### src/rtl/ddr_burst_arbiter_if.sv
// DDR burst port bundle between ddr_burst_arbiter and the DDR controller.
//   master : arbiter side, drives read/write requests, lengths, addresses, write beats
//   slave  : controller side, returns read beats, write-beat requests and finish pulses
interface ddr_burst_arbiter_if #(
  parameter int unsigned DDR_ADDR_WIDTH = 28,
  parameter int unsigned MEM_DATA_BITS  = 64
);
  logic                      rd_burst_req;
  logic [9:0]                rd_burst_len;
  logic [DDR_ADDR_WIDTH-1:0] rd_burst_addr;
  logic                      rd_burst_data_valid_ddr;
  logic [MEM_DATA_BITS-1:0]  rd_burst_data;
  logic                      rd_burst_finish;
  logic                      wr_burst_req;
  logic [9:0]                wr_burst_len;
  logic [DDR_ADDR_WIDTH-1:0] wr_burst_addr;
  logic                      wr_burst_data_req_ddr;
  logic [MEM_DATA_BITS-1:0]  wr_burst_data;
  logic                      wr_burst_finish;

  modport master (
    output rd_burst_req, rd_burst_len, rd_burst_addr,
    output wr_burst_req, wr_burst_len, wr_burst_addr, wr_burst_data,
    input  rd_burst_data_valid_ddr, rd_burst_data, rd_burst_finish,
    input  wr_burst_data_req_ddr, wr_burst_finish
  );

  modport slave (
    input  rd_burst_req, rd_burst_len, rd_burst_addr,
    input  wr_burst_req, wr_burst_len, wr_burst_addr, wr_burst_data,
    output rd_burst_data_valid_ddr, rd_burst_data, rd_burst_finish,
    output wr_burst_data_req_ddr, wr_burst_finish
  );
endinterface

### src/rtl/ddr_burst_arbiter.sv
// Arbiter owning the single DDR burst port, shared by the data cache (load/store),
// jump-address fetch and instruction cache fill. Fixed priority in idle:
// store > data load > jump fetch > instruction fill.
//   clk, rst                 : clock, synchronous active-high reset
//   *_req_i, *_addr_i        : level requests and their addresses
//   DATA_to_ddr_i/_rdy_i     : store word stream from the data cache
//   DATA/INSTR_to_cache_o    : registered read beats; JMP_ADDR_to_cache_o jump target
//   rd_cnt_*_o               : running 1-based beat count, len+1 once the burst is done
//   rd_burst_data_valid_o    : registered beat strobe
//   wr_burst_data_req_o      : store beat request (pass-through of the DDR request)
//   state_interface_module_o : current state code
//   ddr_io                   : DDR burst port
module ddr_burst_arbiter #(
  parameter int unsigned DATA_WIDTH      = 16,
  parameter int unsigned DDR_ADDR_WIDTH  = 28,
  parameter int unsigned MEM_DATA_BITS   = 64,
  parameter int unsigned DATA_BURST_LEN  = 16,
  parameter int unsigned INSTR_BURST_LEN = 16,
  parameter int unsigned INSTR_WIDTH     = 16
) (
  input  logic                      clk,
  input  logic                      rst,
  input  logic                      DATA_read_req_i,
  input  logic                      DATA_store_req_i,
  input  logic                      JMP_ADDR_read_req_i,
  input  logic                      INSTR_read_req_i,
  input  logic [DDR_ADDR_WIDTH-1:0] DATA_read_addr_i,
  input  logic [DDR_ADDR_WIDTH-1:0] DATA_write_addr_i,
  input  logic [DDR_ADDR_WIDTH-1:0] INSTR_read_addr_i,
  input  logic [DATA_WIDTH-1:0]     DATA_to_ddr_i,
  input  logic                      data_to_ddr_rdy_i,
  output logic [DATA_WIDTH-1:0]     DATA_to_cache_o,
  output logic [DDR_ADDR_WIDTH-1:0] JMP_ADDR_to_cache_o,
  output logic [INSTR_WIDTH-1:0]    INSTR_to_cache_o,
  output logic [9:0]                rd_cnt_data_o,
  output logic [9:0]                rd_cnt_instr_o,
  output logic                      rd_burst_data_valid_o,
  output logic                      wr_burst_data_req_o,
  output logic [3:0]                state_interface_module_o,
  ddr_burst_arbiter_if.master       ddr_io
);

  typedef enum logic [3:0] {
    StIdle         = 4'd0,
    StReadInstr    = 4'd1,
    StReadInstrEnd = 4'd2,
    StReadData     = 4'd3,
    StReadDataEnd  = 4'd4,
    StReadJmp      = 4'd5,
    StReadJmpEnd   = 4'd6,
    StWriteStore   = 4'd9,
    StWriteEnd     = 4'd10
  } state_e;

  state_e                    state_q;
  logic                      rd_burst_req_q, wr_burst_req_q;
  logic [9:0]                rd_burst_len_q, wr_burst_len_q;
  logic [DDR_ADDR_WIDTH-1:0] rd_burst_addr_q, wr_burst_addr_q;
  logic [DATA_WIDTH-1:0]     data_to_cache_q;
  logic [INSTR_WIDTH-1:0]    instr_to_cache_q;
  logic [DDR_ADDR_WIDTH-1:0] jmp_addr_q;
  logic [9:0]                rd_cnt_data_q, rd_cnt_instr_q;
  logic                      rd_valid_q;
  // Set once the extra len+1 count has been applied in an _END state.
  logic                      end_bump_q;
  logic                      end_req;
  logic                      unused_rd_bits;

  // Request that keeps the current _END state occupied.
  always_comb begin
    end_req = 1'b0;
    case (state_q)
      StReadDataEnd:  end_req = DATA_read_req_i;
      StReadJmpEnd:   end_req = JMP_ADDR_read_req_i;
      StReadInstrEnd: end_req = INSTR_read_req_i;
      default:        end_req = 1'b0;
    endcase
  end

  always_ff @(posedge clk) begin
    if (rst) begin
      state_q          <= StIdle;
      rd_burst_req_q   <= 1'b0;
      wr_burst_req_q   <= 1'b0;
      rd_burst_len_q   <= '0;
      wr_burst_len_q   <= '0;
      rd_burst_addr_q  <= '0;
      wr_burst_addr_q  <= '0;
      data_to_cache_q  <= '0;
      instr_to_cache_q <= '0;
      jmp_addr_q       <= '0;
      rd_cnt_data_q    <= '0;
      rd_cnt_instr_q   <= '0;
      rd_valid_q       <= 1'b0;
      end_bump_q       <= 1'b0;
    end else begin
      rd_valid_q <= 1'b0;
      case (state_q)
        StIdle: begin
          if (DATA_store_req_i) begin
            state_q         <= StWriteStore;
            wr_burst_req_q  <= 1'b1;
            wr_burst_addr_q <= DATA_write_addr_i;
            wr_burst_len_q  <= 10'(DATA_BURST_LEN);
          end else if (DATA_read_req_i) begin
            state_q         <= StReadData;
            rd_burst_req_q  <= 1'b1;
            rd_burst_addr_q <= DATA_read_addr_i;
            rd_burst_len_q  <= 10'(DATA_BURST_LEN);
          end else if (JMP_ADDR_read_req_i) begin
            state_q         <= StReadJmp;
            rd_burst_req_q  <= 1'b1;
            rd_burst_addr_q <= DATA_read_addr_i;
            rd_burst_len_q  <= 10'd1;
          end else if (INSTR_read_req_i) begin
            state_q         <= StReadInstr;
            rd_burst_req_q  <= 1'b1;
            rd_burst_addr_q <= INSTR_read_addr_i;
            rd_burst_len_q  <= 10'(INSTR_BURST_LEN);
          end
        end
        StReadData, StReadJmp, StReadInstr: begin
          if (ddr_io.rd_burst_data_valid_ddr) begin
            rd_burst_req_q   <= 1'b0;
            rd_valid_q       <= 1'b1;
            data_to_cache_q  <= ddr_io.rd_burst_data[DATA_WIDTH-1:0];
            instr_to_cache_q <= ddr_io.rd_burst_data[INSTR_WIDTH-1:0];
            if (state_q == StReadInstr) begin
              rd_cnt_instr_q <= rd_cnt_instr_q + 10'd1;
            end else begin
              rd_cnt_data_q <= rd_cnt_data_q + 10'd1;
            end
            if (state_q == StReadJmp && rd_cnt_data_q == 10'd0) begin
              jmp_addr_q <= ddr_io.rd_burst_data[DDR_ADDR_WIDTH-1:0];
            end
          end
          if (ddr_io.rd_burst_finish) begin
            rd_burst_req_q <= 1'b0;
            if (state_q == StReadData) begin
              state_q <= StReadDataEnd;
            end else if (state_q == StReadJmp) begin
              state_q <= StReadJmpEnd;
            end else begin
              state_q <= StReadInstrEnd;
            end
          end
        end
        StReadDataEnd, StReadJmpEnd, StReadInstrEnd: begin
          // Count to len+1 before allowing exit so the cache always sees completion.
          if (!end_bump_q) begin
            end_bump_q <= 1'b1;
            if (state_q == StReadInstrEnd) begin
              rd_cnt_instr_q <= rd_cnt_instr_q + 10'd1;
            end else begin
              rd_cnt_data_q <= rd_cnt_data_q + 10'd1;
            end
          end else if (!end_req) begin
            state_q        <= StIdle;
            end_bump_q     <= 1'b0;
            rd_cnt_data_q  <= '0;
            rd_cnt_instr_q <= '0;
          end
        end
        StWriteStore: begin
          if (ddr_io.wr_burst_data_req_ddr || ddr_io.wr_burst_finish) begin
            wr_burst_req_q <= 1'b0;
          end
          if (ddr_io.wr_burst_finish) begin
            state_q <= StWriteEnd;
          end
        end
        StWriteEnd: begin
          if (!DATA_store_req_i) begin
            state_q <= StIdle;
          end
        end
        default: state_q <= StIdle;
      endcase
    end
  end

  assign wr_burst_data_req_o = (state_q == StWriteStore) && ddr_io.wr_burst_data_req_ddr;
  assign ddr_io.wr_burst_data = (state_q == StWriteStore && data_to_ddr_rdy_i) ?
                                MEM_DATA_BITS'(DATA_to_ddr_i) : '0;

  assign ddr_io.rd_burst_req  = rd_burst_req_q;
  assign ddr_io.rd_burst_len  = rd_burst_len_q;
  assign ddr_io.rd_burst_addr = rd_burst_addr_q;
  assign ddr_io.wr_burst_req  = wr_burst_req_q;
  assign ddr_io.wr_burst_len  = wr_burst_len_q;
  assign ddr_io.wr_burst_addr = wr_burst_addr_q;

  assign DATA_to_cache_o          = data_to_cache_q;
  assign INSTR_to_cache_o         = instr_to_cache_q;
  assign JMP_ADDR_to_cache_o      = jmp_addr_q;
  assign rd_cnt_data_o            = rd_cnt_data_q;
  assign rd_cnt_instr_o           = rd_cnt_instr_q;
  assign rd_burst_data_valid_o    = rd_valid_q;
  assign state_interface_module_o = state_q;

  // Upper read-beat bits carry nothing for any consumer.
  assign unused_rd_bits = ^ddr_io.rd_burst_data[MEM_DATA_BITS-1:DDR_ADDR_WIDTH];

endmodule
### src/flat_wrapper.sv
// flat-port wrapper written by rule: the top's interface ports become plain ports
module ddr_burst_arbiter_flat 
#(
  parameter int unsigned DATA_WIDTH      = 16,
  parameter int unsigned DDR_ADDR_WIDTH  = 28,
  parameter int unsigned MEM_DATA_BITS   = 64,
  parameter int unsigned DATA_BURST_LEN  = 16,
  parameter int unsigned INSTR_BURST_LEN = 16,
  parameter int unsigned INSTR_WIDTH     = 16
)
  (clk, rst, DATA_read_req_i, DATA_store_req_i, JMP_ADDR_read_req_i, INSTR_read_req_i, DATA_read_addr_i, DATA_write_addr_i, INSTR_read_addr_i, DATA_to_ddr_i, data_to_ddr_rdy_i, DATA_to_cache_o, JMP_ADDR_to_cache_o, INSTR_to_cache_o, rd_cnt_data_o, rd_cnt_instr_o, rd_burst_data_valid_o, wr_burst_data_req_o, state_interface_module_o, ddr_io_rd_burst_req, ddr_io_rd_burst_len, ddr_io_rd_burst_addr, ddr_io_wr_burst_req, ddr_io_wr_burst_len, ddr_io_wr_burst_addr, ddr_io_wr_burst_data, ddr_io_rd_burst_data_valid_ddr, ddr_io_rd_burst_data, ddr_io_rd_burst_finish, ddr_io_wr_burst_data_req_ddr, ddr_io_wr_burst_finish);
  ddr_burst_arbiter_if #(.DDR_ADDR_WIDTH(DDR_ADDR_WIDTH), .MEM_DATA_BITS(MEM_DATA_BITS)) ddr_io_i ();
  input  logic clk;
  input  logic rst;
  input  logic DATA_read_req_i;
  input  logic DATA_store_req_i;
  input  logic JMP_ADDR_read_req_i;
  input  logic INSTR_read_req_i;
  input  logic [DDR_ADDR_WIDTH-1:0] DATA_read_addr_i;
  input  logic [DDR_ADDR_WIDTH-1:0] DATA_write_addr_i;
  input  logic [DDR_ADDR_WIDTH-1:0] INSTR_read_addr_i;
  input  logic [DATA_WIDTH-1:0] DATA_to_ddr_i;
  input  logic data_to_ddr_rdy_i;
  output logic [DATA_WIDTH-1:0] DATA_to_cache_o;
  output logic [DDR_ADDR_WIDTH-1:0] JMP_ADDR_to_cache_o;
  output logic [INSTR_WIDTH-1:0] INSTR_to_cache_o;
  output logic [9:0] rd_cnt_data_o;
  output logic [9:0] rd_cnt_instr_o;
  output logic rd_burst_data_valid_o;
  output logic wr_burst_data_req_o;
  output logic [3:0] state_interface_module_o;
  output wire logic [$bits(ddr_io_i.rd_burst_req)-1:0] ddr_io_rd_burst_req;
  output wire logic [$bits(ddr_io_i.rd_burst_len)-1:0] ddr_io_rd_burst_len;
  output wire logic [$bits(ddr_io_i.rd_burst_addr)-1:0] ddr_io_rd_burst_addr;
  output wire logic [$bits(ddr_io_i.wr_burst_req)-1:0] ddr_io_wr_burst_req;
  output wire logic [$bits(ddr_io_i.wr_burst_len)-1:0] ddr_io_wr_burst_len;
  output wire logic [$bits(ddr_io_i.wr_burst_addr)-1:0] ddr_io_wr_burst_addr;
  output wire logic [$bits(ddr_io_i.wr_burst_data)-1:0] ddr_io_wr_burst_data;
  input wire logic [$bits(ddr_io_i.rd_burst_data_valid_ddr)-1:0] ddr_io_rd_burst_data_valid_ddr;
  input wire logic [$bits(ddr_io_i.rd_burst_data)-1:0] ddr_io_rd_burst_data;
  input wire logic [$bits(ddr_io_i.rd_burst_finish)-1:0] ddr_io_rd_burst_finish;
  input wire logic [$bits(ddr_io_i.wr_burst_data_req_ddr)-1:0] ddr_io_wr_burst_data_req_ddr;
  input wire logic [$bits(ddr_io_i.wr_burst_finish)-1:0] ddr_io_wr_burst_finish;
  assign ddr_io_rd_burst_req = ddr_io_i.rd_burst_req;
  assign ddr_io_rd_burst_len = ddr_io_i.rd_burst_len;
  assign ddr_io_rd_burst_addr = ddr_io_i.rd_burst_addr;
  assign ddr_io_wr_burst_req = ddr_io_i.wr_burst_req;
  assign ddr_io_wr_burst_len = ddr_io_i.wr_burst_len;
  assign ddr_io_wr_burst_addr = ddr_io_i.wr_burst_addr;
  assign ddr_io_wr_burst_data = ddr_io_i.wr_burst_data;
  assign ddr_io_i.rd_burst_data_valid_ddr = ddr_io_rd_burst_data_valid_ddr;
  assign ddr_io_i.rd_burst_data = ddr_io_rd_burst_data;
  assign ddr_io_i.rd_burst_finish = ddr_io_rd_burst_finish;
  assign ddr_io_i.wr_burst_data_req_ddr = ddr_io_wr_burst_data_req_ddr;
  assign ddr_io_i.wr_burst_finish = ddr_io_wr_burst_finish;
  ddr_burst_arbiter #(.DATA_WIDTH(DATA_WIDTH), .DDR_ADDR_WIDTH(DDR_ADDR_WIDTH), .MEM_DATA_BITS(MEM_DATA_BITS), .DATA_BURST_LEN(DATA_BURST_LEN), .INSTR_BURST_LEN(INSTR_BURST_LEN), .INSTR_WIDTH(INSTR_WIDTH)) u_core (.clk(clk), .rst(rst), .DATA_read_req_i(DATA_read_req_i), .DATA_store_req_i(DATA_store_req_i), .JMP_ADDR_read_req_i(JMP_ADDR_read_req_i), .INSTR_read_req_i(INSTR_read_req_i), .DATA_read_addr_i(DATA_read_addr_i), .DATA_write_addr_i(DATA_write_addr_i), .INSTR_read_addr_i(INSTR_read_addr_i), .DATA_to_ddr_i(DATA_to_ddr_i), .data_to_ddr_rdy_i(data_to_ddr_rdy_i), .DATA_to_cache_o(DATA_to_cache_o), .JMP_ADDR_to_cache_o(JMP_ADDR_to_cache_o), .INSTR_to_cache_o(INSTR_to_cache_o), .rd_cnt_data_o(rd_cnt_data_o), .rd_cnt_instr_o(rd_cnt_instr_o), .rd_burst_data_valid_o(rd_burst_data_valid_o), .wr_burst_data_req_o(wr_burst_data_req_o), .state_interface_module_o(state_interface_module_o), .ddr_io(ddr_io_i));
endmodule
### config.mk
export PLATFORM = sky130hd
export DESIGN_NAME = ddr_burst_arbiter_flat
export DESIGN_NICKNAME = d
export VERILOG_FILES = /design/src/rtl/ddr_burst_arbiter_if.sv /design/src/rtl/ddr_burst_arbiter.sv /design/src/flat_wrapper.sv
export SDC_FILE = /design/constraint.sdc
export NUM_CORES = 1
export LEC_CHECK = 0
export ABC_CLOCK_PERIOD_IN_PS = 2500
export BUFFER_PORTS_ARGS = -buffer_cell sky130_fd_sc_hd__buf_2
export CAP_MARGIN = 20
export CORE_AREA = 2 2 156 158
export DETAILED_ROUTE_END_ITERATION = 6
export DIE_AREA = 0 0 158 160
export GPL_TIMING_DRIVEN = 0
export PLACE_DENSITY = 0.64
export SLEW_MARGIN = 20
export SYNTH_ARGS = -nofsm -noshare
export SYNTH_HDL_FRONTEND = slang
export SYNTH_SLANG_ARGS = --single-unit
### constraint.sdc
create_clock -name clk -period 2.5 [get_ports clk]
set_input_delay 0.125 -clock clk [delete_from_list [all_inputs] [get_ports clk]]
set_output_delay 0.125 -clock clk [all_outputs]
set_load 0.005 [all_outputs]
==> summary.txt, run 1 <==
Outcome = finished, final reports clean
Setup Viol. Count Final = 0
Via count = 7153
Largest net degree at the start of global routing = 17
Crit-path max cell delay = 470 ps
Number of remaining DRC errors = 0
Root buffer cell = clkbuf_16
Num CTS Buffers = 17
Main synth FF type = dfxtp_1
Clk sinks = 131
Nets = 1461
Critical path's top delay family = simple AND/OR/NAND/NOR gates
CTS tree = built
Antenna violations before repair = 2
Post-Route Utilization = 0.423
Setup CP Type = reg -> out
Number of synthesized flops with an enable pin = 0
Chip height = 160 µm
Hold slack = 24.1 ps
Worst skew pair latency = 410 ps
IO Count = 403
First-pass GRT wire length = 35500 µm
Via-to-Cell Ratio = 4.41
Reg area = 2620 µm²
Hold Path Class = in -> reg
Placer congestion estimate = 0.859
Port Buffers = 300
Synthesized flop and latch total = 131
Slew Viols, Final = 0
Syn Inst Count = 792
WL/cell = 14.6 µm
Avg Cell Area, Syn = 7.82 µm²
Netlist Area Pre-Place = 6200 µm²
Most common cell after layout, fill and taps aside = buf_2
Hold Violations, Final = 0
Layout cell share with drive strength beyond 1 = 0.346
Grt ovf = 0
Place WS = -43.4 ps
Antenna viol nets, final = 0
CTS H-tree lvls = 4
Filler cells = 2404
Max-Cap Viols = 0
Slowest CP cell = dfxtp_1
Initial core utilization = 0.260
Die area = 25300 µm²
DRT iter0 DRCs = 323
Multi-input gate area = 2990 µm²
Critical path endpoint category = output port
Fraction of registers with async set/reset = 0
Vias in the first global route = 6874
Fmax = 436 MHz
Crit path DAT = 2170 ps
Reg clk slew, reported paths = 70 ps
YS warnings = 0
Relative slew slack = 0.458
TNS Setup = 0 ps
Worst Skew = 10.1 ps
Yosys cell types = 52
Sequential cell area fraction in the yosys report = 0.423
Die width = 158 µm
Max Buffers Root-to-Sink = 2
Cell Pwr Density = 788 nW/µm²
Leakage = 4.74 nW
Slew @ Worst Pin = 813 ps
DRT Wirelength = 23700 µm
Overall Global Routing Usage = 0.180
Drt pass-1 iters = 4
Layout area overhead = 62.7%
FP Rows = 57
Minimum clock period = 2290 ps
WP buf/inv = 3
Setup Buffers After CTS = 0
Most frequent cells in the layout = buf_2 (310), nand2_1 (191), dfxtp_1 (130)
Crit path cell chain = clkbuf_4, nor2b_2, and3_1, clkbuf_2, and2_1, buf_2
Peak VDD IR = 0.451 mV
DP HPWL = 16900 µm
Min setup slack post-route = 207 ps
Worst Setup Start Kind = flip-flop
R2r setup slk = 300 ps
Core area = 23800 µm²
Tcrit/Tclk final = 0.917
CP Max Fanout = 10
RSZ-0062 raised after global routing = no
Critical Path RT = 2380 ps
[cells by family (layout without fill, tap and decap cells)]
family | after synthesis | count (layout) | synth area share
AOI/OAI and AO/OA | 197 | 197 | 0.204
muxes | 1 | 1 | 0.00242
and+or+nand+nor | 319 | 319 | 0.225
xor gates and xnor gates | 1 | 1 | 0.00141
DFF | 131 | 131 | 0.423
buffers and inverters | 139 | 579 | 0.137
adders and majority gates | 3 | 3 | 0.00606
other | 1 | 67 | 0.000605
[final cells by class]
class                           count  share of cell area
Multi-Input combinational cell    586               0.296
Sequential cell                   131               0.260
Timing Repair Buffer              408               0.256
Buffer                            133              0.0829
Clock buffer                       17              0.0422
Tap cell                          324              0.0402
Clock inverter                     15              0.0192
Inverter                            6             0.00223
Antenna cell                        2            0.000496
[metal layers]
| metal | wire length [µm] | up-vias | part of all wire | track usage |
|---|---|---|---|---|
| met1 | 9750 | 3257 | 0.41 | 0.208 |
| met4 | 736 | 0 | 0.031 | 0.0766 |
| met2 | 11500 | 305 | 0.49 | 0.311 |
| met3 | 1720 | 37 | 0.072 | 0.0491 |
| li1 | - | 3554 | - | - |
| met5 | 0 | - | 0 | 0 |
[report_power, final]
group	internal, W	total (W)	switching [W]
combinational	0.00112	0.00257	0.00145
sequential	0.00248	0.00272	0.000241
clock	0.00160	0.00266	0.00106
[per-stage QoR]
stage / power [W] / instances / cell area (µm²)
global route: 0.00842 / 1622 / 10100
finish: 0.00794 / 1622 / 10100
detailed placement: 0.00515 / 1480 / 8340
global placement: 0.00514 / 1480 / 8340
CTS: 0.00798 / 1620 / 10000
floorplan: 0.00414 / 856 / 6440
[cells in the mapped netlist (3+ instances only)]
| library cell | n | area, µm² |
|---|---|---|
| nor2b_1 | 4 | 25.0 |
| clkbuf_1 | 38 | 143 |
| inv_1 | 6 | 22.5 |
| a31oi_1 | 3 | 18.8 |
| o21ai_0 | 41 | 205 |
| o21ai_1 | 3 | 15.0 |
| o211a_1 | 3 | 30.0 |
| ha_1 | 3 | 37.5 |
| buf_2 | 11 | 55.1 |
| a311oi_1 | 36 | 315 |
| nor2_1 | 61 | 229 |
| a21oi_1 | 87 | 435 |
| a211oi_1 | 5 | 37.5 |
| o21a_1 | 3 | 22.5 |
| and3_1 | 7 | 43.8 |
| buf_4 | 82 | 616 |
| nand3b_1 | 3 | 22.5 |
| dfxtp_1 | 131 | 2620 |
| nor3_1 | 9 | 45.0 |
| and2_1 | 17 | 106 |
| nand2_1 | 191 | 717 |
| nand3_1 | 11 | 55.1 |
[worst reg2reg max path: stages (launching register included)]
cell	delay [ps]
dfxtp_1	310
buf_2	200
nor4_4	440
nand2_1	170
nor2_2	210
clkbuf_1	530
a311oi_1	190
[flip-flops by register name, indices dropped and copies added, names as in the netlist]
signal,cells
u_core.JMP_ADDR_to_cache_o,28
u_core.state_interface_module_o,4
u_core.ddr_io.rd_burst_len,2
u_core.DATA_to_cache_o,16
u_core.ddr_io.rd_burst_addr,28
u_core.ddr_io.wr_burst_len,1
u_core.ddr_io.wr_burst_req,1
u_core.rd_cnt_instr_o,10
u_core.end_bump_q,1
u_core.ddr_io.rd_burst_req,1
u_core.rd_cnt_data_o,10
u_core.rd_burst_data_valid_o,1
u_core.ddr_io.wr_burst_addr,28
[final timing paths]
path                                                                       from                                            to  depth (start not counted)
worst max-delay path            u_core.state_interface_module_o[3]$_SDFFE_PP0P_                      ddr_io_wr_burst_data[12]                          6
worst min register to register       u_core.JMP_ADDR_to_cache_o[2]$_SDFFE_PP0P_    u_core.JMP_ADDR_to_cache_o[2]$_SDFFE_PP0P_                          2
worst max register to register  u_core.state_interface_module_o[2]$_SDFFE_PP0P_   u_core.ddr_io.rd_burst_addr[4]$_SDFFE_PP0P_                          6
worst min-delay path                                       DATA_read_addr_i[22]  u_core.ddr_io.rd_burst_addr[22]$_SDFFE_PP0P_                          3
[what timing repair did]
action	in CTS	in global routing
pin swaps	0	0
endpoints found under the setup margin	30	38
endpoints found under the hold margin	100	0
gates resized for setup	2	12
hold buffers	108	0
Power figures use the tool's default switching activity.
==> inputs of run 2 (changes only) <==
ABC_CLOCK_PERIOD_IN_PS = 2600   (was 2500)
clock period = 2.6 ns   (was 2.5 ns; I/O delays follow)
==> run 2 against run 1 <==
Worst setup slack gained 23 ps; cell area shrank 0.46%; wire length increased by 0.10%; clock power is 4% lower; global-route usage about the same.
==> summary.txt, run 2 (same netlist as run 1, synthesis figures left out) <==
Total Power = 0.00761 W (was 0.00794 W)
Worst skew pair latency = 420 ps (was 410 ps)
Max Buffers Root-to-Sink = 2 (unchanged)
Most frequent cells in the layout = buf_2 (311), nand2_1 (191), dfxtp_1 (131) (was buf_2 (310), nand2_1 (191), dfxtp_1 (130))
Nets = 1459 (was 1461)
Worst Skew = 8.41 ps (was 10.1 ps)
Root buffer cell = clkbuf_16 (unchanged)
Crit path DAT = 2630 ps (was 2170 ps)
Placed instance area = 8340 µm² (unchanged)
Clk sinks = 131 (unchanged)
Worst Setup Start Kind = flip-flop (unchanged)
Antenna viol nets, final = 0 (unchanged)
Outcome = finished, final reports clean (unchanged)
Slowest CP cell = dfxtp_1 (unchanged)
Slew @ Worst Pin = 865 ps (was 813 ps)
DRT iter0 DRCs = 337 (was 323)
Setup CP Type = reg -> reg (was reg -> out)
Setup Buffers After CTS = 0 (unchanged)
Setup Viol. Count Final = 0 (unchanged)
Via-to-Cell Ratio = 4.41 (about the same)
Slew Viols, Final = 0 (unchanged)
Layout cell share with drive strength beyond 1 = 0.342 (was 0.346)
Antenna violations before repair = 2 (unchanged)
RSZ-0062 raised after global routing = no (unchanged)
Peak VDD IR = 0.433 mV (was 0.451 mV)
First-pass GRT wire length = 35400 µm (was 35500 µm)
Minimum clock period = 2370 ps
TNS Setup = 0 ps (unchanged)
DP HPWL = 16900 µm (unchanged)
Critical path endpoint category = flip-flop (was output port)
Finished Cell Area = 10000 µm² (was 10100 µm²)
Crit-path max cell delay = 550 ps (was 470 ps)
Drt pass-1 iters = 5 (was 4)
Number of remaining DRC errors = 0 (unchanged)
Num CTS Buffers = 17 (unchanged)
Chip height = 160 µm (unchanged)
CTS H-tree lvls = 4 (unchanged)
Core area = 23800 µm² (unchanged)
Cell Pwr Density = 759 nW/µm² (was 788 nW/µm²)
Hold Violations, Final = 0 (unchanged)
Largest net degree at the start of global routing = 17 (unchanged)
Port Buffers = 300 (unchanged)
Hold Path Class = in -> reg (unchanged)
Critical Path RT = 2860 ps (was 2380 ps)
Placer congestion estimate = 0.859 (unchanged)
Most common cell after layout, fill and taps aside = buf_2 (unchanged)
Layout area overhead = 61.9% (was 62.7%)
Initial core utilization = 0.260 (unchanged)
CP Max Fanout = 10 (unchanged)
FP Rows = 57 (unchanged)
Reg clk slew, reported paths = 60 ps (was 70 ps)
CTS tree = built (unchanged)
IO Count = 403 (unchanged)
WL/cell = 14.7 µm (was 14.6 µm)
Overall Global Routing Usage = 0.180 (about the same)
Via count = 7139 (was 7153)
Leakage = 4.74 nW (about the same)
Vias in the first global route = 6838 (was 6874)
Grt ovf = 0 (unchanged)
Die area = 25300 µm² (unchanged)
Die width = 158 µm (unchanged)
Fmax = 422 MHz
Tcrit/Tclk final = 0.911
Relative slew slack = 0.424 (was 0.458)
DRT Wirelength = 23800 µm (was 23700 µm)
Crit path cell chain = nor2b_1, and3_1, buf_2, nand4_2, clkbuf_1, nand2_1, a21oi_1 (was clkbuf_4, nor2b_2, and3_1, clkbuf_2, and2_1, buf_2)
Max-Cap Viols = 0 (unchanged)
run 2: path summary, 6_finish.rpt:
kind	startpoint	endpoint	slack, ps	cells past startpoint
worst max-delay path	u_core.state_interface_module_o[0]$_SDFFE_PP0P_	u_core.JMP_ADDR_to_cache_o[22]$_SDFFE_PP0P_	230	7
worst min-delay path	DATA_read_addr_i[19]	u_core.ddr_io.rd_burst_addr[19]$_SDFFE_PP0P_	20	3
worst max register to register	u_core.state_interface_module_o[0]$_SDFFE_PP0P_	u_core.JMP_ADDR_to_cache_o[22]$_SDFFE_PP0P_	230	7
worst min register to register	u_core.JMP_ADDR_to_cache_o[25]$_SDFFE_PP0P_	u_core.JMP_ADDR_to_cache_o[25]$_SDFFE_PP0P_	450	2
run 2: report_power, final:
part	total [W]	switching, W	internal, W
combinational	0.00244	0.00138	0.00106
sequential	0.00261	0.000233	0.00238
clock	0.00256	0.00102	0.00154
run 2: stage by stage:
stage               worst slack, ps  cells  hold slack, ps   util
floorplan                       704    856             266      -
global placement               98.3   1480             373  0.350
detailed placement             56.6   1480             376  0.350
CTS                            40.3   1618          0.0993  0.421
global route                   18.0   1620            20.8  0.421
finish                          230   1620            21.8  0.421
run 2: per-layer routing:
metal	up-vias	GRT usage	wire, µm	part of all wire
li1	3552	-	-	-
met1	3243	0.208	9830	0.41
met5	-	0	0	0
met2	301	0.311	11500	0.48
met3	43	0.0480	1700	0.072
met4	0	0.0766	756	0.032
run 2: cell type report:
class / count / area, µm²
repair buffers: 406 / 2560
clock buffers: 17 / 425
diodes: 2 / 5.00
well taps: 324 / 405
plain buffers: 133 / 831
clock inverters: 15 / 194
multi-input cells: 586 / 2970
inverters: 6 / 22.5
flip-flops and latches: 131 / 2620
fillers: 2405 / 13800
run 2: worst max-delay path, delay by kind of cell, from the launching register on:
| kind | cells | cell delay, ps |
|---|---|---|
| buffers and inverters | 2 | 590 |
| DFF | 1 | 550 |
| and+or+nand+nor | 4 | 1010 |
| AOI/OAI and AO/OA | 1 | 60 |
run 2: repair_timing:
action / 4_1_cts / 5_1_grt
endpoints found under the hold margin: 100 / 0
gates resized for setup: 0 / 5
endpoints found under the setup margin: 0 / 30
hold buffers: 106 / 0
==> inputs of run 3 (changes only) <==
MAX_ROUTING_LAYER = met4   (was unset)
==> run 3 against run 2 <==
First-iteration DRC count grew 3.9%; hold slack lost 2.8 ps; clock skew about the same; critical endpoint is now u_core.JMP_ADDR_to_cache_o[7]$_SDFFE_PP0P_; fmax is 0.32% lower; largest power group unchanged; highest routed layer unchanged.
==> summary.txt, run 3 (same netlist as run 1, synthesis figures left out) <==
Slew @ Worst Pin = 848 ps (was 865 ps)
Overall Global Routing Usage = 0.185 (was 0.180)
Max Buffers Root-to-Sink = 2 (unchanged)
Leakage = 4.74 nW (unchanged)
Layout cell share with drive strength beyond 1 = 0.342 (unchanged)
Peak VDD IR = 0.434 mV (was 0.433 mV)
DRT iter0 DRCs = 350 (was 337)
Largest net degree at the start of global routing = 17 (unchanged)
FP Rows = 57 (unchanged)
First-pass GRT wire length = 35400 µm (about the same)
Root buffer cell = clkbuf_16 (unchanged)
CTS tree = built (unchanged)
Most common cell after layout, fill and taps aside = buf_2 (unchanged)
Tcrit/Tclk final = 0.914 (was 0.911)
Core area = 23800 µm² (unchanged)
Via count = 7148 (was 7139)
Fin cells = 1620 (unchanged)
Hold Path Class = in -> reg (unchanged)
Num CTS Buffers = 17 (unchanged)
Layout area overhead = 61.9% (unchanged)
Setup Viol. Count Final = 0 (unchanged)
Critical path endpoint category = flip-flop (unchanged)
Initial core utilization = 0.260 (unchanged)
Critical Path RT = 2880 ps (was 2860 ps)
TNS Setup = 0 ps (unchanged)
Hold Violations, Final = 0 (unchanged)
Grt ovf = 0 (unchanged)
Worst Skew = 8.24 ps (was 8.41 ps)
DRT Wirelength = 23800 µm (about the same)
Clk sinks = 131 (unchanged)
Max-Cap Viols = 0 (unchanged)
Drt pass-1 iters = 5 (unchanged)
Antenna viol nets, final = 0 (unchanged)
Worst Setup Start Kind = flip-flop (unchanged)
CTS H-tree lvls = 4 (unchanged)
Port Buffers = 300 (unchanged)
RSZ-0062 raised after global routing = no (unchanged)
Finished Cell Area = 10000 µm² (unchanged)
Die area = 25300 µm² (unchanged)
Setup CP Type = reg -> reg (unchanged)
Setup Buffers After CTS = 0 (unchanged)
Nets = 1459 (unchanged)
Chip height = 160 µm (unchanged)
Die width = 158 µm (unchanged)
Placed instance area = 8340 µm² (unchanged)
Post-Route Utilization = 0.421 (unchanged)
Slew Viols, Final = 0 (unchanged)
Fmax = 421 MHz (was 422 MHz)
Vias in the first global route = 6838 (unchanged)
Number of placed instances, taps included = 1480 (unchanged)
CP Max Fanout = 10 (unchanged)
Via-to-Cell Ratio = 4.41 (about the same)
IO Count = 403 (unchanged)
Relative slew slack = 0.435 (was 0.424)
Cell Pwr Density = 758 nW/µm² (was 759 nW/µm²)
Most frequent cells in the layout = buf_2 (311), nand2_1 (191), dfxtp_1 (131) (unchanged)
Placer congestion estimate = 0.873 (was 0.859)
Place WS = 56.6 ps (unchanged)
Filler cells = 2405 (unchanged)
Crit path DAT = 2650 ps (was 2630 ps)
Number of remaining DRC errors = 0 (unchanged)
DP HPWL = 16900 µm (unchanged)
Antenna violations before repair = 2 (unchanged)
WL/cell = 14.7 µm (about the same)
Worst skew pair latency = 420 ps (about the same)
Min setup slack post-route = 223 ps (was 230 ps)
Outcome = finished, final reports clean (unchanged)
Minimum clock period = 2380 ps (was 2370 ps)
Reg clk slew, reported paths = 70 ps (was 60 ps)
run 3: cell counts in the layout (fill, tap and decap cells not counted):
No cell type changed its count.
run 3: per-stage QoR:
step	hold WS [ps]	total power, W
floorplan	266	0.00398
global placement	373	0.00494
detailed placement	376	0.00496
CTS	0.0993	0.00767
global route	20.8	0.00807
finish	19.1	0.00761
run 3: layout make-up:
cell class	count	area, µm²	area share
multi-input cells	586	2970	0.296
inverters	6	22.5	0.00224
flip-flops and latches	131	2620	0.261
well taps	324	405	0.0404
clock buffers	17	425	0.0424
plain buffers	133	831	0.0828
diodes	2	5.00	0.000499
repair buffers	406	2560	0.255
clock inverters	15	194	0.0193
run 3: worst max-delay path, cell delays in order, from the launching register on:
cell	delay (ps)
dfxtp_1	550
nor2b_1	320
and3_1	200
buf_2	250
nand4_2	370
clkbuf_1	350
nand2_1	130
a21oi_1	60
run 3: power by group:
group          internal [W]  leakage, nW  switching, W
clock               0.00154        0.294       0.00102
combinational       0.00106         3.37       0.00138
sequential          0.00238         1.07      0.000231
run 3: worst paths after layout:
path | startpoint | to | slack [ps] | cells after the start
worst min-delay path | DATA_read_addr_i[19] | u_core.ddr_io.rd_burst_addr[19]$_SDFFE_PP0P_ | 20 | 3
worst min register to register | u_core.JMP_ADDR_to_cache_o[2]$_SDFFE_PP0P_ | u_core.JMP_ADDR_to_cache_o[2]$_SDFFE_PP0P_ | 450 | 2
worst max-delay path | u_core.state_interface_module_o[0]$_SDFFE_PP0P_ | u_core.JMP_ADDR_to_cache_o[7]$_SDFFE_PP0P_ | 220 | 7
worst max register to register | u_core.state_interface_module_o[0]$_SDFFE_PP0P_ | u_core.JMP_ADDR_to_cache_o[7]$_SDFFE_PP0P_ | 220 | 7
run 3: layer usage:
| metal | GRT usage | wire [µm] | vias to the layer above |
|---|---|---|---|
| met5 | - | 0 | - |
| met4 | 0.0778 | 777 | 0 |
| met3 | 0.0431 | 1640 | 43 |
| met2 | 0.310 | 11500 | 293 |
| met1 | 0.211 | 9860 | 3261 |
| li1 | - | - | 3551 |
run 3: repair_timing:
item	in CTS	in global routing
hold endpoints to repair	100	0
hold buffers	106	0
resized for setup	0	5
endpoints found under the setup margin	0	30
